`config.mk`:
```
export PLATFORM = sky130hd
export DESIGN_NAME = uart_rx
export DESIGN_NICKNAME = d
export VERILOG_FILES = /design/src/rtl/uart_rx.sv
export SDC_FILE = /design/constraint.sdc
export NUM_CORES = 1
export LEC_CHECK = 0
export CAP_MARGIN = 20
export CORE_ASPECT_RATIO = 0.5
export CORE_MARGIN = 2
export CORE_UTILIZATION = 45
export CTS_BUF_LIST = sky130_fd_sc_hd__clkbuf_4 sky130_fd_sc_hd__clkbuf_8
export DETAILED_ROUTE_END_ITERATION = 8
export PLACE_DENSITY_LB_ADDON = 0.15
export SETUP_SLACK_MARGIN = 0.1
export SYNTH_ARGS = -nofsm -noshare
export SYNTH_HDL_FRONTEND = slang
export SYNTH_SLANG_ARGS = --single-unit
```
`constraint.sdc`:
```
create_clock -name CLK -period 3.8 [get_ports CLK]
set_input_delay 0.76 -clock CLK [delete_from_list [all_inputs] [get_ports CLK]]
set_output_delay 0.76 -clock CLK [all_outputs]
set_load 0.05 [all_outputs]
```
`src/rtl/uart_rx.sv`:
```
// UART receiver: oversampled start/data/parity/stop recovery with a valid strobe and error flags.
// Optional build macro UART_RX_MAJORITY_EN: 2-of-3 majority vote around each bit centre.
module uart_rx #(
    parameter int OVERSAMPLE = 16,
    parameter int DATA_WIDTH = 8,
    parameter int PAR_ODD    = 0
) (
    input  logic                  CLK,
    input  logic                  RST,
    input  logic                  RXD,
    input  logic                  RX_tick,
    input  logic                  par_EN,
    output logic [DATA_WIDTH-1:0] RX_DATA,
    output logic                  data_valid,
    output logic                  par_err,
    output logic                  stop_err,
    output logic                  busy
);

    localparam int CW = $clog2(OVERSAMPLE);
    localparam int BW = (DATA_WIDTH > 1) ? $clog2(DATA_WIDTH) : 1;

    localparam logic [2:0] S_IDLE   = 3'd0;
    localparam logic [2:0] S_START  = 3'd1;
    localparam logic [2:0] S_DATA   = 3'd2;
    localparam logic [2:0] S_PARITY = 3'd3;
    localparam logic [2:0] S_STOP   = 3'd4;

    // With voting the decision waits for the tick after the centre, so every
    // bit decision lands one tick later while bit-to-bit spacing is unchanged.
`ifdef UART_RX_MAJORITY_EN
    localparam logic [CW-1:0] START_CNT = CW'(OVERSAMPLE / 2);
`else
    localparam logic [CW-1:0] START_CNT = CW'(OVERSAMPLE / 2 - 1);
`endif
    localparam logic [CW-1:0] BIT_CNT  = CW'(OVERSAMPLE - 1);
    localparam logic [BW-1:0] LAST_BIT = BW'(DATA_WIDTH - 1);
    localparam logic          ODD      = (PAR_ODD != 0);

    logic                  sync1, sync2;
    logic                  prev_sample;
    logic                  bit_sample;
    logic [2:0]            state;
    logic [CW-1:0]         cnt;
    logic [BW-1:0]         bit_idx;
    logic [DATA_WIDTH-1:0] shreg;
    logic                  par_en_q;
    logic                  par_bad;

    // NOTE: all sequential state uses non-blocking assignments so every flop
    // samples pre-edge values regardless of statement order.
    always_ff @(posedge CLK or negedge RST) begin
        if (!RST) begin
            sync1 <= 1'b1;
            sync2 <= 1'b1;
        end else begin
            sync1 <= RXD;
            sync2 <= sync1;
        end
    end

`ifdef UART_RX_MAJORITY_EN
    logic older_sample;

    always_ff @(posedge CLK or negedge RST) begin
        if (!RST) begin
            prev_sample  <= 1'b1;
            older_sample <= 1'b1;
        end else if (RX_tick) begin
            prev_sample  <= sync2;
            older_sample <= prev_sample;
        end
    end

    assign bit_sample = (older_sample & prev_sample) | (older_sample & sync2) | (prev_sample & sync2);
`else
    always_ff @(posedge CLK or negedge RST) begin
        if (!RST) prev_sample <= 1'b1;
        else if (RX_tick) prev_sample <= sync2;
    end

    assign bit_sample = sync2;
`endif

    always_ff @(posedge CLK or negedge RST) begin
        if (!RST) begin
            state      <= S_IDLE;
            cnt        <= '0;
            bit_idx    <= '0;
            shreg      <= '0;
            par_en_q   <= 1'b0;
            par_bad    <= 1'b0;
            RX_DATA    <= '0;
            data_valid <= 1'b0;
            par_err    <= 1'b0;
            stop_err   <= 1'b0;
            busy       <= 1'b0;
        end else begin
            data_valid <= 1'b0;
            if (RX_tick) begin
                case (state)
                    S_IDLE: begin
                        // Falling edge only: a line stuck low cannot retrigger.
                        if (!sync2 && prev_sample) begin
                            state    <= S_START;
                            cnt      <= '0;
                            par_en_q <= par_EN;
                            busy     <= 1'b1;
                        end
                    end
                    S_START: begin
                        if (cnt == START_CNT) begin
                            cnt <= '0;
                            if (!bit_sample) begin
                                state   <= S_DATA;
                                bit_idx <= '0;
                            end else begin
                                state <= S_IDLE;
                                busy  <= 1'b0;
                            end
                        end else begin
                            cnt <= cnt + 1'b1;
                        end
                    end
                    S_DATA: begin
                        if (cnt == BIT_CNT) begin
                            cnt     <= '0;
                            shreg   <= DATA_WIDTH'({bit_sample, shreg} >> 1);
                            bit_idx <= bit_idx + 1'b1;
                            if (bit_idx == LAST_BIT) state <= par_en_q ? S_PARITY : S_STOP;
                        end else begin
                            cnt <= cnt + 1'b1;
                        end
                    end
                    S_PARITY: begin
                        if (cnt == BIT_CNT) begin
                            cnt     <= '0;
                            par_bad <= bit_sample ^ (^shreg) ^ ODD;
                            state   <= S_STOP;
                        end else begin
                            cnt <= cnt + 1'b1;
                        end
                    end
                    S_STOP: begin
                        if (cnt == BIT_CNT) begin
                            cnt        <= '0;
                            data_valid <= 1'b1;
                            RX_DATA    <= shreg;
                            par_err    <= par_en_q & par_bad;
                            stop_err   <= ~bit_sample;
                            busy       <= 1'b0;
                            state      <= S_IDLE;
                        end else begin
                            cnt <= cnt + 1'b1;
                        end
                    end
                    default: begin
                        state <= S_IDLE;
                        busy  <= 1'b0;
                    end
                endcase
            end
        end
    end

endmodule

```
==> out/metrics.yaml <==
power_and_ir_drop:
  p_leak_nw: 0.928
  pwr-share-seq: 0.438
  clkPwrFrac: 0.303
  max-vdd-ir-drop_mv: 0.220
  p_per_area_nw_per_um2: 574
  comb_power_share: 0.259
  power_switching_w: 0.000378
  swShare: 0.334
  p_int_w: 0.000751
floorplan:
  io_pins: 17
  die_h_um: 46.7
  start_util: 0.473
  core_area_um2: 3470
  die_w_um: 89.5
  rows: 15
  die_area_um2: 4180
detailed_routing:
  totalWireLength_um: 2780
  viasPerCell: 5.23
  drcViolationCount: 0
  first_pass_iters: 4
  wl_per_cell_um: 13.4
  vias: 1088
  antenna_left: 0
  drt_iter0_drc: 40
clock_network:
  htree_levels: 2
  cts_tree: "built"
  path_clk_slew_ns: 0.08
  cts_sinks: 35
  root_buffer: "clkbuf_8"
  cts.path.max_buffers: 2
  cts_setup_buffers: 0
  cts_resized: 0
  cts_buffers: 5
  insertion_delay_ns: 0.29
  hold_buffers: 0
synthesis:
  synthArstFlopShare: 1.00
  synth_edf_count: 0
  yosysWarnings: 0
  yosysTopAreaCell: "dfrtp_1"
  syn_area_um2: 1640
  synth_fp_nets: 145
  synth_most_common_cell: "dfrtp_1"
  syn_avg_cell_area_um2: 12.0
  synth_area_leaders: "dfrtp_1 (49%), mux2_2 (14%), dfstp_2 (4.8%)"
  synth_flop_cell: "dfrtp_1"
  synth_common_cells: "dfrtp_1 (32), mux2_2 (21), inv_1 (8), nand2_1 (8), o21ai_0 (8)"
  netlist_instances: 137
  ys_seq_area_frac: 0.535
  ys_seq_elements: 35
  synth_cell_types: 37
  synth_top_area_frac: 0.487
timing:
  drv_slew: 0
  maxClockFrequency_mhz: 418
  finalCritPeriodShare: 0.630
  hold_viol: 0
  clock_skew_ns: 0.00673
  fin_crit_ns: 2.39
  tightest_slew_ns: 0.834
  finalSetupViolations: 0
  rsz0062_at_grt: "no"
  slew_headroom: 0.442
  setup_tns_ns: 0
run:
  maxCapViolCount: 0
worst_setup_path:
  path_class: "in2reg"
  required_ns: 3.98
  end_kind: "flop"
  cp.arrival_ns: 2.57
  critPathLaunchType: "primary input"
  path_max_fanout: 11
grt:
  grt_antenna_before_repair: 0
  grt_pass1_vias: 1036
  grt-ovfl-total: 0
  grt_pass1_wl_um: 4750
  grt_start_max_net_pins: 36
  grt_usage: 0.158
layout:
  fin_nets: 164
  antennaDiodeCount: 0
  drive_above_1_share: 0.229
  area_delta_synth_final_pct: 19.8
  stdcell_area_um2: 1970
place:
  dpl_cell_area_um2: 1850
  dp_hpwl_um: 1930
  gp_congestion: 0.878
  numPortBuffers: 16
outcome:
  outcome: "complete, no violations"
min_path:
  min_path_type: "reg2reg"
==> kinds of logic (layout without fill, tap and decap cells) <==
| logic type | count (synthesis) | after routing | synth area share |
|---|---|---|---|
| and+or+nand+nor | 28 | 28 | 0.0861 |
| AOI/OAI and AO/OA | 27 | 27 | 0.116 |
| DFF | 35 | 35 | 0.535 |
| xor gates and xnor gates | 7 | 7 | 0.0457 |
| adders and majority gates | 4 | 4 | 0.0289 |
| muxes | 23 | 23 | 0.156 |
| buffers and inverters | 13 | 33 | 0.0320 |
==> worst max-delay path: stages <==
cell and delay, ns:
clkdlybuf4s50_1 0.61, nand2_1 0.12, nor2_1 0.67, mux2_2 0.41
==> registers in the layout, summed over array words and instances, names as in the netlist <==
register / flops
data_valid: 1
state: 3
shreg: 8
par_bad: 1
prev_sample: 1
cnt: 4
stop_err: 1
par_en_q: 1
sync1: 1
bit_sample: 1
busy: 1
par_err: 1
RX_DATA: 8
bit_idx: 3
==> layout by cell type (no fill, tap or decap), types with 2 or more instances in the layout <==
master,count
nand3_1,2
xor2_1,2
nor2_1,6
ha_1,3
o31ai_1,3
o211ai_1,4
dfrtp_1,32
a211o_1,2
xnor2_1,4
o21ai_0,8
clkdlybuf4s50_1,16
a22o_1,2
a21oi_1,2
mux2i_1,2
dfstp_2,3
or2_2,2
mux2_2,21
nand2_1,8
inv_1,8
nand4_1,2
clkbuf_8,5
==> worst paths after layout <==
path                            slack, ns           to  depth (start not counted)  startpoint
worst min-delay path                 0.36   bit_sample                          0       sync1
worst max-delay path                 1.41     shreg[5]                          4     RX_tick
worst max register to register       1.55     state[1]                          4    state[2]
max in group asynchronous            2.58  prev_sample                          2         RST
worst min register to register       0.36   bit_sample                          0       sync1
min in group asynchronous            0.88     state[0]                          2         RST
==> per-layer routing <==
metal / vias to the layer above / GRT usage / routed length [um] / part of all wire
li1: 532 / - / - / -
met3: 5 / 0.0484 / 111 / 0.040
met4: 0 / 0.0806 / 25 / 0.0090
met5: - / 0 / 0 / 0
met2: 22 / 0.234 / 1210 / 0.44
met1: 529 / 0.215 / 1430 / 0.51
==> final cells by class <==
class / count / area [um^2]
clock inverters: 3 / 47.5
well taps: 51 / 63.8
inverters: 8 / 30.0
clock buffers: 5 / 68.8
multi-input cells: 89 / 711
repair buffers: 17 / 168
fillers: 299 / 1500
flip-flops and latches: 35 / 880
==> metrics by stage <==
stage / hold slack [ns] / total power (W) / utilization / setup slack [ns] / instances
global placement: 0.347 / 0.000787 / 0.533 / 1.14 / 200
global route: 0.368 / 0.00120 / 0.567 / 1.29 / 208
floorplan: 0.345 / 0.000719 / - / 1.97 / 137
detailed placement: 0.348 / 0.000792 / 0.533 / 1.11 / 200
CTS: 0.360 / 0.00114 / 0.567 / 1.42 / 208
finish: 0.358 / 0.00113 / 0.567 / 1.41 / 208
==> power groups by stage <==
stage,Combinational (W),Sequential [W],Clock (W)
4_1_cts,0.000295,0.000493,0.000350
2_1_floorplan,0.000235,0.000485,0
3_3_place_gp,0.000289,0.000498,0
3_5_place_dp,0.000293,0.000499,0
5_1_grt,0.000326,0.000506,0.000365
6_report,0.000292,0.000495,0.000342
No activity file was read; power rests on OpenSTA's default activity.
